[src/rtl/puntuacion_pkg.sv]
// Shared constants for the score display: score width, seven-segment
// patterns (active-low, seg[0]=a .. seg[6]=g), the converter state encoding,
// and the two small helpers used by the converter and the digit decoder.
package puntuacion_pkg;

  localparam int SCORE_W = 14;
  localparam int BCD_W   = 16;

  // Active-low segment patterns for a common-anode display.
  localparam logic [6:0] BLANK = 7'h7F;
  localparam logic [6:0] SEG_0 = 7'h40;
  localparam logic [6:0] SEG_1 = 7'h79;
  localparam logic [6:0] SEG_2 = 7'h24;
  localparam logic [6:0] SEG_3 = 7'h30;
  localparam logic [6:0] SEG_4 = 7'h19;
  localparam logic [6:0] SEG_5 = 7'h12;
  localparam logic [6:0] SEG_6 = 7'h02;
  localparam logic [6:0] SEG_7 = 7'h78;
  localparam logic [6:0] SEG_8 = 7'h00;
  localparam logic [6:0] SEG_9 = 7'h10;

  // Converter state encoding, kept as plain constants so existing tooling
  // that decodes the state register keeps working.
  localparam logic [1:0] ST_IDLE  = 2'd0;
  localparam logic [1:0] ST_LOAD  = 2'd1;
  localparam logic [1:0] ST_SHIFT = 2'd2;
  localparam logic [1:0] ST_DONE  = 2'd3;

  // Number of double-dabble iterations: one per input bit.
  localparam logic [3:0] LAST_SHIFT = 4'(SCORE_W - 1);

  // Decimal nibble to segment pattern; anything above 9 is shown blank.
  function automatic logic [6:0] seg_decode(input logic [3:0] nib);
    logic [6:0] pat;
    case (nib)
      4'd0:    pat = SEG_0;
      4'd1:    pat = SEG_1;
      4'd2:    pat = SEG_2;
      4'd3:    pat = SEG_3;
      4'd4:    pat = SEG_4;
      4'd5:    pat = SEG_5;
      4'd6:    pat = SEG_6;
      4'd7:    pat = SEG_7;
      4'd8:    pat = SEG_8;
      4'd9:    pat = SEG_9;
      default: pat = BLANK;
    endcase
    return pat;
  endfunction

  // Double-dabble correction: every nibble >= 5 gets +3 so the following
  // left shift carries correctly into the next decimal digit.
  function automatic logic [BCD_W-1:0] dd_adjust(input logic [BCD_W-1:0] s);
    logic [BCD_W-1:0] r;
    r = s;
    for (int i = 0; i < BCD_W / 4; i++) begin
      if (s[4*i +: 4] >= 4'd5) r[4*i +: 4] = s[4*i +: 4] + 4'd3;
    end
    return r;
  endfunction

endpackage

[src/rtl/bin2bcd_seq.sv]
// Sequential binary-to-BCD converter (double-dabble, one bit per clock).
// Watches its input while idle and starts a conversion only when the value
// differs from the one it last converted. A full conversion is
// LOAD + 14 x SHIFT + DONE = 16 busy cycles; bcd changes only in DONE, so
// it never shows a partial result.
module bin2bcd_seq
  import puntuacion_pkg::*;
#(
  parameter int MAX_VAL = 9999
) (
  input  logic               clk,
  input  logic               rst_n,
  input  logic [SCORE_W-1:0] bin,
  input  logic               start,
  output logic [BCD_W-1:0]   bcd,
  output logic               busy
);

  localparam logic [SCORE_W-1:0] CLAMP = SCORE_W'(MAX_VAL);

  logic [1:0]         state_q;
  logic [1:0]         state_d;
  logic [SCORE_W-1:0] shift_q;    // clamped value, consumed MSB first
  logic [SCORE_W-1:0] raw_q;      // unclamped input captured in LOAD
  logic [SCORE_W-1:0] last_q;     // raw input of the last finished conversion
  logic [BCD_W-1:0]   scratch_q;  // BCD being built
  logic [BCD_W-1:0]   bcd_q;
  logic [3:0]         bit_cnt_q;
  logic [BCD_W-1:0]   adjusted;

  assign adjusted = dd_adjust(scratch_q);

  // Next-state logic: single path IDLE -> LOAD -> SHIFT x14 -> DONE -> IDLE.
  always_comb begin
    // NOTE: state_d gets a default first so no path through the case can
    // leave it unassigned, which would otherwise infer a latch.
    state_d = state_q;
    case (state_q)
      ST_IDLE:  if (start && (bin != last_q)) state_d = ST_LOAD;
      ST_LOAD:  state_d = ST_SHIFT;
      ST_SHIFT: if (bit_cnt_q == LAST_SHIFT) state_d = ST_DONE;
      ST_DONE:  state_d = ST_IDLE;
      default:  state_d = ST_IDLE;
    endcase
  end

  // State register; reset aborts any conversion in progress.
  always_ff @(posedge clk or negedge rst_n) begin
    // NOTE: sequential state uses non-blocking assignments so every register
    // samples the pre-edge values, independent of statement order.
    if (!rst_n) state_q <= ST_IDLE;
    else        state_q <= state_d;
  end

  // Datapath: capture/clamp in LOAD, one double-dabble step per SHIFT,
  // publish the result and remember the raw input in DONE.
  always_ff @(posedge clk or negedge rst_n) begin
    if (!rst_n) begin
      shift_q   <= '0;
      raw_q     <= '0;
      last_q    <= '0;
      scratch_q <= '0;
      bcd_q     <= '0;
      bit_cnt_q <= '0;
    end else begin
      case (state_q)
        ST_LOAD: begin
          raw_q     <= bin;
          shift_q   <= (bin > CLAMP) ? CLAMP : bin;
          scratch_q <= '0;
          bit_cnt_q <= '0;
        end
        ST_SHIFT: begin
          scratch_q <= {adjusted[BCD_W-2:0], shift_q[SCORE_W-1]};
          shift_q   <= {shift_q[SCORE_W-2:0], 1'b0};
          bit_cnt_q <= bit_cnt_q + 4'd1;
        end
        ST_DONE: begin
          bcd_q  <= scratch_q;
          last_q <= raw_q;
        end
        default: ;
      endcase
    end
  end

  assign bcd  = bcd_q;
  assign busy = (state_q != ST_IDLE);

endmodule

[src/rtl/display_puntuacion.sv]
// Four-digit multiplexed score display. The binary score is converted to
// BCD by bin2bcd_seq; a refresh divider walks the digit index and the
// registered an/seg outputs light one digit at a time, blanking leading
// zeros. Multiplexing continues during a conversion using the previous bcd.
module display_puntuacion
  import puntuacion_pkg::*;
#(
  parameter int REFRESH_DIV = 50000,
  parameter int MAX_SCORE   = 9999
) (
  input  logic               clk,
  input  logic               rst_n,
  input  logic [SCORE_W-1:0] puntuacion,
  output logic [6:0]         seg,
  output logic [3:0]         an,
  output logic [BCD_W-1:0]   bcd,
  output logic               busy
);

  localparam int CNT_W = (REFRESH_DIV > 1) ? $clog2(REFRESH_DIV) : 1;
  localparam logic [CNT_W-1:0] CNT_LAST = CNT_W'(REFRESH_DIV - 1);

  logic [CNT_W-1:0] refresh_q;
  logic [1:0]       digit_q;
  logic [3:0]       nonzero;
  logic [3:0]       shown;
  logic [3:0]       nib;
  logic [6:0]       seg_q;
  logic [3:0]       an_q;

  // Change detection lives inside the converter so the value recorded as
  // "last converted" is exactly the one captured in LOAD; it is always enabled.
  bin2bcd_seq #(
    .MAX_VAL (MAX_SCORE)
  ) u_conv (
    .clk   (clk),
    .rst_n (rst_n),
    .bin   (puntuacion),
    .start (1'b1),
    .bcd   (bcd),
    .busy  (busy)
  );

  // Leading-zero blanking: a digit is shown if it or any higher digit is
  // nonzero; the units digit is always shown.
  always_comb begin
    for (int k = 0; k < 4; k++) nonzero[k] = |bcd[4*k +: 4];
    shown[3] = nonzero[3];
    shown[2] = nonzero[3] | nonzero[2];
    shown[1] = nonzero[3] | nonzero[2] | nonzero[1];
    shown[0] = 1'b1;
  end

  assign nib = bcd[{digit_q, 2'b00} +: 4];

  // Refresh divider: each digit stays lit REFRESH_DIV cycles, then the
  // index advances 0->1->2->3->0.
  always_ff @(posedge clk or negedge rst_n) begin
    if (!rst_n) begin
      refresh_q <= '0;
      digit_q   <= '0;
    end else if (refresh_q == CNT_LAST) begin
      refresh_q <= '0;
      digit_q   <= digit_q + 2'd1;
    end else begin
      refresh_q <= refresh_q + CNT_W'(1);
    end
  end

  // Registered digit drive: anode and segments update together on one edge.
  always_ff @(posedge clk or negedge rst_n) begin
    if (!rst_n) begin
      an_q  <= 4'b1110;
      seg_q <= SEG_0;
    end else begin
      an_q  <= ~(4'b0001 << digit_q);
      seg_q <= shown[digit_q] ? seg_decode(nib) : BLANK;
    end
  end

  assign an  = an_q;
  assign seg = seg_q;

endmodule

[config.mk]
export PLATFORM = sky130hd
export DESIGN_NAME = display_puntuacion
export DESIGN_NICKNAME = d
export VERILOG_FILES = /design/src/rtl/puntuacion_pkg.sv /design/src/rtl/bin2bcd_seq.sv /design/src/rtl/display_puntuacion.sv
export SDC_FILE = /design/constraint.sdc
export NUM_CORES = 1
export LEC_CHECK = 0
export CORE_ASPECT_RATIO = 1.1
export CORE_MARGIN = 10
export CORE_UTILIZATION = 35
export DETAILED_ROUTE_END_ITERATION = 6
export SYNTH_ARGS = -nofsm -noshare
export SYNTH_HDL_FRONTEND = slang
export SYNTH_SLANG_ARGS = --single-unit
[constraint.sdc]
create_clock -name clk -period 1.64 [get_ports clk]
set_input_delay 0.492 -clock clk [delete_from_list [all_inputs] [get_ports clk]]
set_output_delay 0.492 -clock clk [all_outputs]
set_load 0.01 [all_outputs]
## Yosys cells after proc, flatten, opt, wreduce, memory -nomap -nowiden

Memories as Yosys holds them, arrays and structs flattened.
Index checks and enable logic that the tools add are counted.
Widths: inputs -> output; s select.

| storage, ports and cells | value |
|---|---|
| register bits | 109 |
| memory bits (read-only) | 112 |
| input port bits | 16 |
| output and inout bits | 28 |
| word-level logic and storage cells | 60 |
| memories | 1 |

Memory list:

| memory | depth | width | read ports | clocked after memory_dff | wr ports | RTL line | source |
|---|---|---|---|---|---|---|---|
| (no name shown) | 16 | 7 | 1 | 0 | 0 | puntuacion_pkg.sv:35 | `case (nib)` |

| cells by class | value |
|---|---|
| add/subtract/negate cells | 7 |
| order comparisons | 6 |
| equality and inequality tests | 8 |
| shift operators | 2 |
| mux-type cells | 15 |
| bitwise logic cells | 3 |
| reduce and logical (&&, ||, !) cells | 7 |

Operators with widths:

| kind | number |
|---|---|
| $pmux 16 s2 | 1 |
| $pmux 14 s2 | 1 |
| $add 16x1->16 const B | 1 |
| $eq 16x16->1 const B | 1 |
| $ge 4x3->1 const B | 4 |
| $mux 16 | 1 |
| $shiftx 16x5->4 | 1 |
| $gt 14x14->1 const B | 1 |
| $mux 14 | 1 |
| $ne 14x14->1 | 1 |
| $add 4x2->4 const B | 3 |
| $mux 4 | 3 |
| $reduce_or 4->1 | 3 |
| $pmux 2 s4 | 1 |
| $pmux 4 s2 | 1 |
| $mux 7 | 1 |
| $add 4x1->4 const B | 1 |
| $eq 2x2->1 const B | 2 |
| $eq 4x4->1 const B | 1 |
| $mux 2 | 2 |
| $ne 2x1->1 const B | 2 |
| $not 4->4 | 1 |
| $reduce_bool 2->1 | 2 |
| $shl 1x2->4 const A | 1 |
| other kinds (10) | 11 |

## Longest topological paths before layout

Gate-level depths: netlist of the first run.

| logic depth | value |
|---|---|
| depth in word-level cells | 6 |
| gate-level depth with buffers | 8 |

## Modules after synthesis

From an unflattened synthesis of the first run, not the netlist that was laid out.

| second synthesis, totals | value |
|---|---|
| cells, all modules | 452 |
| area total of the unflattened synthesis | 5,191.2 um^2 |

Modules (own cells, without submodules):

| module | instances | cells each | area each (um^2) | seq. area each (um^2) |
|---|---|---|---|---|
| bin2bcd_seq | 1 | 315 | 3,707.3 | 2,001.9 |
| display_puntuacion | 1 | 137 | 1,483.9 | 730.7 |

## Least setup slack after synthesis of the first run

No wires, ideal clock.

| timing path | value |
|---|---|
| path kind | register -> register |
| from | register digit_q[0] |
| to | register seg_q[4], in the netlist seg[4] |
| setup time | 0.120 ns |
| data arrival time | 1.597 ns |
| required time | 1.520 ns |
| slack | -0.078 ns |
| cell stages (with the launch flop) | 9 |
| path through | dfrtp_1 buf_6 mux4_2 inv_1 ha_1 nor2b_1 nand2_1 o21ai_0 nand2_1 |

| between the ends | value |
|---|---|
| cells in the longest elaborated chain, start to end | 3 |

Ends and longest elaborated chain:

| element | RTL line | source |
|---|---|---|
| start, declared | display_puntuacion.sv:24 | `logic [1:0] digit_q;` |
| start signal, assigned | display_puntuacion.sv:64 | `digit_q <= digit_q + 2'd1;` |
| $shiftx 16x5->4 or $bmux 1 s2 (tied branches) | display_puntuacion.sv:54, display_puntuacion.sv:77 |  |
| $mem_v2 16x7 or $mux 1 (tied branches) | - |  |
| $mux 7 * | display_puntuacion.sv:77 | `seg_q <= shown[digit_q] ? seg_decode(nib) : BLANK;` |
| end signal, assigned | display_puntuacion.sv:77 |  |
| end, declared | display_puntuacion.sv:28 | `logic [6:0] seg_q;` |

Every way passes the cells marked *; elsewhere a longest branch is shown, timed or not. The select of a mux whose other input is x is not followed.
A chain may end at the register's enable or synchronous reset.

## Worst setup path after layout of the first run

| timing path | value |
|---|---|
| from | register u_conv.bcd_q[4], in the netlist u_conv.bcd[4] |
| to | register seg_q[4], in the netlist seg[4] |

| between the ends | value |
|---|---|
| cells in the longest elaborated chain, start to end | 5 |

Ends and longest elaborated chain:

| element | RTL line | source |
|---|---|---|
| start, declared | bin2bcd_seq.sv:27 | `logic [BCD_W-1:0] bcd_q;` |
| start signal, assigned | bin2bcd_seq.sv:79 | `bcd_q <= scratch_q;` |
| branches (longest 4 deep; another with $mem_v2 16x7) | - |  |
| $mux 7 * | display_puntuacion.sv:77 |  |

Every way passes the cells marked *. The select of a mux whose other input is x is not followed.

==> results.py, run 1 <==
metrics = {
    "status": {
        "status": "finished with violations",
        "violations": "negative setup slack",
    },
    "worst_setup_path": {
        "ff2ff_path_depth": 8,
        "reg2reg_from": "u_conv.bcd[4]",
        "cp.arrival_ns": 1.94,
        "startpoint_type": "register",
        "rrSetupSlack_ns": -0.04,
        "worstReg2RegEnd": "seg[4]",
        "cpMostUsedCell": "nand2_1",
        "critPathRequiredTime_ns": 1.90,
        "cp-end-kind": "register",
        "cp_num_buf_inv": 2,
        "crit_fanout": 4,
        "path_cells": "buf_6, mux4_2, inv_2, ha_4, nor2b_4, nand2_1, o21ai_1, nand2_1",
        "cp_slowest_stage_delay_ns": 0.50,
        "path_class": "register to register",
        "slowest_stage": "mux4_2",
        "crit_family": "multiplexers",
    },
    "place": {
        "place_inst": 723,
        "hpwl_microns": 8190,
        "port_buffers": 43,
        "placed_area_sq_um": 6280,
        "gp_congestion": 0.841,
    },
    "yosys": {
        "synthAdderAreaFrac_pct": 6.02,
        "synth_edf_count": 0,
        "synth-main-ff-cell": "dfrtp_1",
        "ys_top_cells_by_count": "dfrtp_1 (105), mux2_2 (46), inv_1 (41)",
        "yosysMostFrequentCell": "dfrtp_1",
        "yosysTopAreaCell": "dfrtp_1",
        "synth_top_family_by_area": "multiplexers",
        "synth_top_area_share_pct": 50.6,
        "synth_nets": 494,
        "netlist_area_sq_um": 5190,
        "seq_area_frac_synth_pct": 52.6,
        "synth-seq-cells": 109,
        "syn_inst": 453,
        "synth.distinct_cells": 46,
        "synth-simple-area-share_pct": 9.40,
        "muxShareOfSynthArea_pct": 12.3,
        "synthXorXnorAreaFrac_pct": 6.07,
        "yosys_warnings": 0,
        "synth-compound-area-share_pct": 8.96,
        "synth_top_cells_by_area": "dfrtp_1 (51%), mux2_2 (10%), ha_1 (6.0%), xnor2_1 (5.1%), inv_1 (3.0%)",
        "avgSynthCellArea_sq_um": 11.5,
        "synth-async-reset-ratio_pct": 100,
    },
    "routing": {
        "top_layer": "met4",
        "num_vias": 3712,
        "wl_per_cell_microns": 15.0,
        "routed_wl_microns": 11400,
        "ant_nets": 0,
        "m1WireLength_microns": 5050,
        "routed-wl-met2_microns": 5580,
        "via_per_inst": 4.90,
        "drc": 0,
        "drtIter0Drc": 211,
        "wl_met3_microns": 578,
        "detail_route.first_pass.iterations": 4,
    },
    "clock_network": {
        "clock_latency_ns": 0.36,
        "clock-root-buffer": "clkbuf_16",
        "cts.sinks": 109,
        "htree_levels": 3,
        "clkSlewWorstSetupHoldPaths_ns": 0.08,
        "cts_tree": "yes",
        "cts_buffers": 9,
        "cts_hold_buf": 0,
        "max-clock-path-buffers": 2,
    },
    "timing": {
        "finClkSkew_ns": 0.00893,
        "rsz0062_at_grt": "yes",
        "layout_min_cycle_time_ns": 1.68,
        "tightest_slew_ns": 0.403,
        "hold_viol_final": 0,
        "clock.fmax_ghz": 0.595,
        "maxSlewHeadroom_pct": 73.1,
        "setup_viol": 2,
        "finalMaxSlewViolations": 0,
        "finalCritPeriodShare_pct": 102,
        "fin_ws_ns": -0.0407,
    },
    "finish": {
        "n_fill_cell": 1333,
        "final_core_util_pct": 47.4,
        "final_cell_area_sq_um": 6880,
        "regArea_sq_um": 2740,
        "final_layout_size_suffix_gt1_share_pct": 33.6,
        "nets": 602,
        "fin_cells": 758,
        "multiInputGateArea_sq_um": 2430,
        "area_growth_pct": 32.5,
        "antenna_cells": 0,
    },
    "power_and_ir_drop": {
        "p_leak_uw": 0.00318,
        "vdd_drop_max_v": 0.000788,
        "power.net_switching_uw": 3450,
        "power_density_nw_per_um2": 1480,
        "p_comb_share_pct": 39.9,
        "internal_power_uw": 6740,
        "swShare_pct": 33.8,
        "seqPwrFrac_pct": 37.8,
        "clock_power_share_pct": 22.3,
    },
    "worst_hold_path": {
        "hold_class": "input pin to asynchronous set/reset pin",
    },
    "run": {
        "max-cap-violations": 0,
    },
    "floorplan": {
        "die_h_microns": 148,
        "fp-row-count": 46,
        "io_pins": 44,
        "die_x_microns": 136,
        "core_region_area_sq_um": 14500,
        "dieArea_sq_um": 20100,
        "start_util_pct": 35.8,
    },
    "grt": {
        "antenna_found_initial": 0,
        "grt_pass1_wl_microns": 18800,
        "grt_max_degree": 42,
        "gr-total-overflow": 0,
        "grt_pass1_vias": 3859,
        "grtUsageTotal_pct": 11.6,
    },
}
## cells in the final DEF, fill, tap and decap left out, drive strengths merged, types with 4 or more instances in the layout
cell	count
dfrtp	105
buf	74
mux2	46
inv	43
dlygate4sd2	30
nor2	30
xnor2	30
ha	25
o21ai	22
nand2	18
a21oi	17
clkbuf	15
nand3	13
o22ai	12
nor3	8
nand4	7
xor2	6
a31oi	6
clkdlybuf4s15	6
o221ai	6
mux4	4
a22oi	4
nand2b	4
dfstp	4
nor4	4
## power by group through the flow
stage	Sequential [uW]	Clock (uW)	Combinational, uW
after global routing	3930	2450	4500
final	3850	2270	4070
after floorplan	3800	0	2470
after detailed placement	3880	0	3790
after CTS	3830	2330	3860
after global placement	3850	0	3670
## worst max-delay path by stage
stage / cells after the start / slack [ns] / end / startpoint
floorplan: 8 / -0.01 / seg[4] / digit_q[0]
global placement: 6 / -0.51 / u_conv.shift_q[10] / puntuacion[6]
finish: 8 / -0.04 / seg[4] / u_conv.bcd[4]
detailed placement: 6 / -0.57 / u_conv.shift_q[9] / puntuacion[6]
CTS: 4 / -0.22 / busy / u_conv.state_q[1]
global route: 8 / -0.15 / seg[4] / u_conv.bcd[4]
## sequential cells by signal, summed over array words and instances, names as in the netlist
name and cells:
u_conv.raw_q 14, u_conv.bit_cnt_q 4, u_conv.bcd 16, u_conv.shift_q 14, u_conv.scratch_q 16, refresh_q 16
u_conv.last_q 14, digit_q 2, an 4, u_conv.state_q 2, seg 7
## area by class of cell
class                      instances  area share, %
tap                              192           3.49
sequential                       109           39.8
multi-input combinational        285           35.3
clock buffer                      11           3.53
clock inverter                     5          0.964
inverter                          41           2.33
timing repair buffer             115           14.7
## cells by family after synthesis
group | Yosys count
flip-flops | 109
AO/OA/AOI/OAI | 76
multiplexers | 53
buffers and inverters | 59
AND/OR/NAND/NOR | 95
adder cells (fa/ha/maj) | 25
XOR/XNOR | 36
## per-layer routing
metal	vias up	GRT usage [%]
li1	1794	-
met1	1837	14.3
met2	66	18.9
met3	15	2.85
met4	0	4.85
met5	-	0
## metrics by stage
step	TNS [ns]	setup WS (ns)	hold WS (ns)	power, uW
after floorplan	-0.0157	-0.0147	0.196	6260
after global placement	-6.04	-0.510	0.430	7520
after detailed placement	-6.68	-0.569	0.438	7670
after CTS	-0.350	-0.221	0.0451	10000
after global routing	-0.833	-0.147	0.0606	10900
final	-0.0577	-0.0407	0.0412	10200
## what timing repair did
action,in CTS,in global routing
buffers inserted,8,11
gates resized for setup,70,40
pin swaps,14,11
endpoints found under the setup margin,46,31
## worst register-to-register path, delay by kind of cell, from the launching register on
| family | cells | cell delay, ns |
|---|---|---|
| adders and majority gates | 1 | 0.12 |
| AOI/OAI and AO/OA | 1 | 0.07 |
| buffers and inverters | 2 | 0.24 |
| muxes | 1 | 0.50 |
| DFF | 1 | 0.39 |
| and+or+nand+nor | 3 | 0.25 |
No activity file was read; power rests on OpenSTA's default activity.
==> run 2: changes to the inputs <==
Settings changed: CELL_PAD_IN_SITES_DETAIL_PLACEMENT set to 0, CELL_PAD_IN_SITES_GLOBAL_PLACEMENT set to 1, PLACE_DENSITY_LB_ADDON set to 0.1, SLEW_MARGIN set to 20.
==> run 2 against run 1 <==
  * The flow still finishes with violations (negative setup slack)
  * Sequential cell count is the same
  * Clock power is essentially flat
  * Routed wire length grew 5.0%
  * Register-to-register slack lost 0.02 ns
  * Setup slack lost 0.020 ns
  * Via count grew 0.38%
  * Sequential share of layout area shrank 0.99 points
  * Combinational power grew 5%
  * Fmax shrank 1.2%
  * Die area is the same
  * Core utilization grew 1.2 points
  * Non-clock buffer count grew 10
  * Critical path type unchanged
  * Highest routed layer unchanged
==> results.py, run 2 (synthesis gave the netlist of run 1 again) <==
metrics = {
    "status": {
        "status": "finished with violations",
        "violations": "negative setup slack",
    },
    "grt": {
        "antenna_found_initial": 0,
        "grt_pass1_vias": 3899,
        "grtUsageTotal_pct": 12.5,
        "gr-total-overflow": 0,
        "grt_max_degree": 43,
        "grt_pass1_wl_microns": 20000,
    },
    "worst_hold_path": {
        "hold_class": "register to register",
    },
    "timing": {
        "finalCritPeriodShare_pct": 104,
        "final.setup.tns_ns": -0.144,
        "clock.fmax_ghz": 0.588,
        "tightest_slew_ns": 0.430,
        "maxSlewHeadroom_pct": 71.3,
        "finalMaxSlewViolations": 0,
        "fin_ws_ns": -0.0604,
        "hold_viol_final": 0,
        "layout_min_cycle_time_ns": 1.70,
        "rsz0062_at_grt": "yes",
        "setup_viol": 4,
        "finClkSkew_ns": 0.00901,
    },
    "finish": {
        "fin_cells": 769,
        "final_common_cell": "dfrtp_1",
        "final_cell_area_sq_um": 7050,
        "nets": 613,
        "final_core_util_pct": 48.6,
        "antenna_cells": 0,
        "final_layout_size_suffix_gt1_share_pct": 37.1,
        "area_growth_pct": 35.8,
        "final_cell_mix": "dfrtp_1 (103), buf_4 (73), mux2_2 (46), inv_1 (35)",
    },
    "routing": {
        "drtIter0Drc": 152,
        "wl_per_cell_microns": 15.5,
        "num_vias": 3726,
        "routed_wl_microns": 11900,
        "detail_route.first_pass.iterations": 4,
        "ant_nets": 0,
        "drc": 0,
        "via_per_inst": 4.85,
    },
    "clock_network": {
        "clock-root-buffer": "clkbuf_16",
        "cts.sinks": 109,
        "clock_latency_ns": 0.35,
        "cts_tree": "yes",
        "cts_buffers": 9,
        "htree_levels": 3,
        "max-clock-path-buffers": 2,
        "clkSlewWorstSetupHoldPaths_ns": 0.07,
    },
    "worst_setup_path": {
        "cp.arrival_ns": 1.95,
        "cp_slowest_stage_delay_ns": 0.52,
        "path_cells": "nand3_2, or4_4, nor3_4, buf_6, and2b_1",
        "critPathRequiredTime_ns": 1.89,
        "cp-end-kind": "register",
        "path_class": "register to register",
        "slowest_stage": "or4_4",
        "crit_fanout": 6,
        "startpoint_type": "register",
    },
    "place": {
        "place_inst": 734,
        "hpwl_microns": 8620,
        "placed_area_sq_um": 6360,
        "port_buffers": 43,
        "gp_congestion": 0.759,
    },
    "power_and_ir_drop": {
        "swShare_pct": 33.8,
        "seqPwrFrac_pct": 37.3,
        "power_density_nw_per_um2": 1470,
        "p_comb_share_pct": 41.1,
        "p_leak_uw": 0.00327,
        "vdd_drop_max_v": 0.000683,
        "finalPower_uw": 10400,
        "power.net_switching_uw": 3500,
        "internal_power_uw": 6870,
        "clock_power_share_pct": 21.6,
    },
    "floorplan": {
        "fp-row-count": 46,
        "io_pins": 44,
        "start_util_pct": 35.8,
        "core_region_area_sq_um": 14500,
        "dieArea_sq_um": 20100,
        "die_x_microns": 136,
        "die_h_microns": 148,
    },
    "run": {
        "max-cap-violations": 0,
    },
}
[run 2: metal layers]
metal,vias to the layer above,GRT usage (%),routed length (microns),share of wire (%)
li1,1818,-,-,-
met2,40,20.5,5930,50
met4,0,5.28,217,1.8
met1,1855,15.6,5410,45
met5,-,0,0,0
met3,13,2.41,376,3.1
[run 2: metrics by stage]
step / setup slack [ns] / hold slack (ns)
detailed placement: -0.533 / 0.354
CTS: -0.0795 / 0.494
global placement: -0.542 / 0.357
global route: -0.142 / 0.526
finish: -0.0604 / 0.494
floorplan: -0.0147 / 0.196
[run 2: power groups by stage]
stage / clock network (uW) / registers, uW / logic, uW
after detailed placement: 0 / 3870 / 3890
after global routing: 2450 / 3950 / 4710
after CTS: 2330 / 3840 / 4020
final: 2240 / 3860 / 4260
after floorplan: 0 / 3800 / 2470
after global placement: 0 / 3850 / 3810
[run 2: area by class of cell]
class	count	area, sq um
Fill cell	1407	7450
Sequential cell	109	2740
Multi-Input combinational cell	285	2520
Timing Repair Buffer	125	1090
Clock buffer	13	260
Tap cell	192	240
Inverter	41	163
Clock inverter	3	43.8
Timing Repair inverter	1	7.51
[run 2: worst max-delay path, delay by kind of cell, from the launching register on]
family	cells	cell delay [ns]
flops	1	0.41
simple gates	4	1.05
buf+inv	1	0.15
[run 2: worst paths after layout]
kind                       depth (start not counted)  slack [ns]                   to                 from
setup / recovery                                   5       -0.06         refresh_q[1]         refresh_q[8]
hold / removal                                     1        0.49  u_conv.bit_cnt_q[3]  u_conv.bit_cnt_q[3]
setup reg to reg                                   5       -0.06         refresh_q[1]         refresh_q[8]
hold reg to reg                                    1        0.49  u_conv.bit_cnt_q[3]  u_conv.bit_cnt_q[3]
max in group asynchronous                          3        0.57         refresh_q[8]                rst_n
min in group asynchronous                          2        0.52               seg[3]                rst_n
[run 2: repair_timing]
| action | CTS | global route |
|---|---|---|
| setup buffers | 14 | 5 |
| hold endpoints to repair | 6 | 0 |
| endpoints found under the setup margin | 47 | 51 |
| pin swaps | 14 | 22 |
| resized for setup | 79 | 60 |
| gates cloned | 0 | 1 |
| hold buffers | 1 | 0 |
==> run 3: changes to the inputs <==
Settings changed: CORE_MARGIN 10 to 1.5.
==> run 3 against run 2 <==
  * The flow still finishes with violations (negative setup slack)
  * Sequential share of layout area rose by 0.66 points
  * Critical path depth increased by 1
  * Final cell count increased by 0.26%
  * Largest cell class unchanged
==> results.py, run 3 (synthesis gave the netlist of run 1 again) <==
metrics = {
    "routing": {
        "drtIter0Drc": 138,
        "via_per_inst": 4.82,
        "detail_route.first_pass.iterations": 4,
        "drc": 0,
        "routed_wl_microns": 11400,
        "ant_nets": 0,
        "wl_per_cell_microns": 14.8,
        "num_vias": 3717,
    },
    "timing": {
        "finClkSkew_ns": 0.0104,
        "finalMaxSlewViolations": 0,
        "clock.fmax_ghz": 0.599,
        "tightest_slew_ns": 0.296,
        "setup_viol": 2,
        "layout_min_cycle_time_ns": 1.67,
        "hold_viol_final": 0,
        "maxSlewHeadroom_pct": 80.2,
        "fin_ws_ns": -0.0303,
        "rsz0062_at_grt": "yes",
        "finalCritPeriodShare_pct": 102,
    },
    "worst_setup_path": {
        "path_cells": "buf_4, nand4_2, or4_4, nor3_4, xnor2_2, nor2_2",
        "cp.arrival_ns": 1.92,
        "slowest_stage": "or4_4",
        "path_class": "register to register",
        "cp-end-kind": "register",
        "cp_slowest_stage_delay_ns": 0.54,
        "critPathRequiredTime_ns": 1.89,
        "rrSetupSlack_ns": -0.03,
        "crit_fanout": 3,
        "startpoint_type": "register",
    },
    "place": {
        "port_buffers": 43,
        "hpwl_microns": 8250,
        "place_inst": 734,
        "gp_congestion": 0.769,
    },
    "power_and_ir_drop": {
        "finalPower_uw": 10100,
        "p_leak_uw": 0.00322,
        "vdd_drop_max_v": 0.000701,
        "power_density_nw_per_um2": 1450,
    },
    "finish": {
        "nets": 615,
        "final_common_cell": "dfrtp_1",
        "area_growth_pct": 33.6,
        "final_cell_mix": "dfrtp_1 (103), buf_4 (77), mux2_2 (46), inv_1 (36)",
        "final_layout_size_suffix_gt1_share_pct": 36.6,
        "antenna_cells": 0,
        "fin_cells": 771,
    },
    "clock_network": {
        "cts_hold_buf": 0,
        "clock_latency_ns": 0.36,
        "max-clock-path-buffers": 2,
        "cts_buffers": 9,
        "cts_tree": "yes",
        "htree_levels": 3,
        "clkSlewWorstSetupHoldPaths_ns": 0.08,
        "clock-root-buffer": "clkbuf_16",
        "cts.sinks": 109,
    },
    "grt": {
        "gr-total-overflow": 0,
        "grtUsageTotal_pct": 15.9,
        "grt_pass1_vias": 3824,
        "grt_max_degree": 36,
        "antenna_found_initial": 0,
        "grt_pass1_wl_microns": 19300,
    },
    "floorplan": {
        "dieArea_sq_um": 15600,
        "core_region_area_sq_um": 14400,
        "io_pins": 44,
        "start_util_pct": 36.0,
        "fp-row-count": 46,
        "die_h_microns": 131,
        "die_x_microns": 119,
    },
    "run": {
        "max-cap-violations": 0,
    },
    "status": {
        "status": "finished with violations",
        "violations": "negative setup slack",
    },
    "worst_hold_path": {
        "hold_class": "input pin to asynchronous set/reset pin",
    },
}
-- run 3: cell count changes in the layout (fill, tap and decap cells not counted), moves of 3 or more --
cell,change
o21ai_0,+3
buf_4,+4
nor2_4,-3
o21ai_1,-4
xnor2_2,-3
xnor2_1,+3
inv_6,+4
ha_2,+3
-- run 3: worst max-delay path: cells and delay by family, from the launching register on --
family / cells / cell delay (ns)
XOR/XNOR: 1 / 0.13
buffers and inverters: 1 / 0.15
flip-flops: 1 / 0.42
AND/OR/NAND/NOR: 4 / 0.85
-- run 3: through the flow --
step | setup WS, ns | cell area [sq um] | hold slack [ns] | TNS, ns | util (%)
after detailed placement | -0.617 | 6330 | 0.400 | -7.11 | 43.8
after global placement | -0.572 | 6330 | 0.400 | -6.50 | 43.8
final | -0.0303 | 6940 | 0.0186 | -0.0573 | 48.0
after floorplan | -0.0147 | 5220 | 0.196 | -0.0157 | -
after global routing | -0.131 | 6940 | 0.0253 | -0.581 | 48.0
after CTS | -0.214 | 6720 | 0.0128 | -0.265 | 46.5
-- run 3: final timing paths --
check	to	startpoint	cells past startpoint
min	u_conv.bcd[1]	rst_n	1
max	refresh_q[15]	refresh_q[8]	6
max reg2reg	refresh_q[15]	refresh_q[8]	6
min in group clk	u_conv.raw_q[4]	puntuacion[4]	2
max in group asynchronous	an[2]	rst_n	2
min reg2reg	refresh_q[5]	refresh_q[5]	1
-- run 3: layout make-up --
| class | instances | area, sq um |
|---|---|---|
| fill | 1366 | 7510 |
| sequential | 109 | 2740 |
| clock inverter | 7 | 63.8 |
| clock buffer | 9 | 225 |
| tap | 192 | 240 |
| timing repair buffer | 128 | 1080 |
| inverter | 41 | 160 |
| multi-input combinational | 285 | 2430 |
-- run 3: where the power goes --
part           internal, uW  switching (uW)  leakage (uW)
clock                  1070            1080      0.000143
combinational          2090            1990       0.00169
sequential             3410             432       0.00138
total                  6570            3510       0.00322
-- run 3: what timing repair did --
item	CTS	global route
setup buffers	9	13
gates resized for setup	70	49
setup endpoints to repair	47	36
pin swaps	18	19
gates cloned	0	0
-- run 3: metal layers --
layer | track usage (%) | wire (microns) | part of all wire (%) | vias up
met5 | 0 | 0 | 0 | -
met4 | 6.66 | 206 | 1.8 | 0
met3 | 2.21 | 292 | 2.6 | 12
met2 | 27.3 | 5610 | 49 | 47
met1 | 20.3 | 5290 | 46 | 1842
li1 | - | - | - | 1816
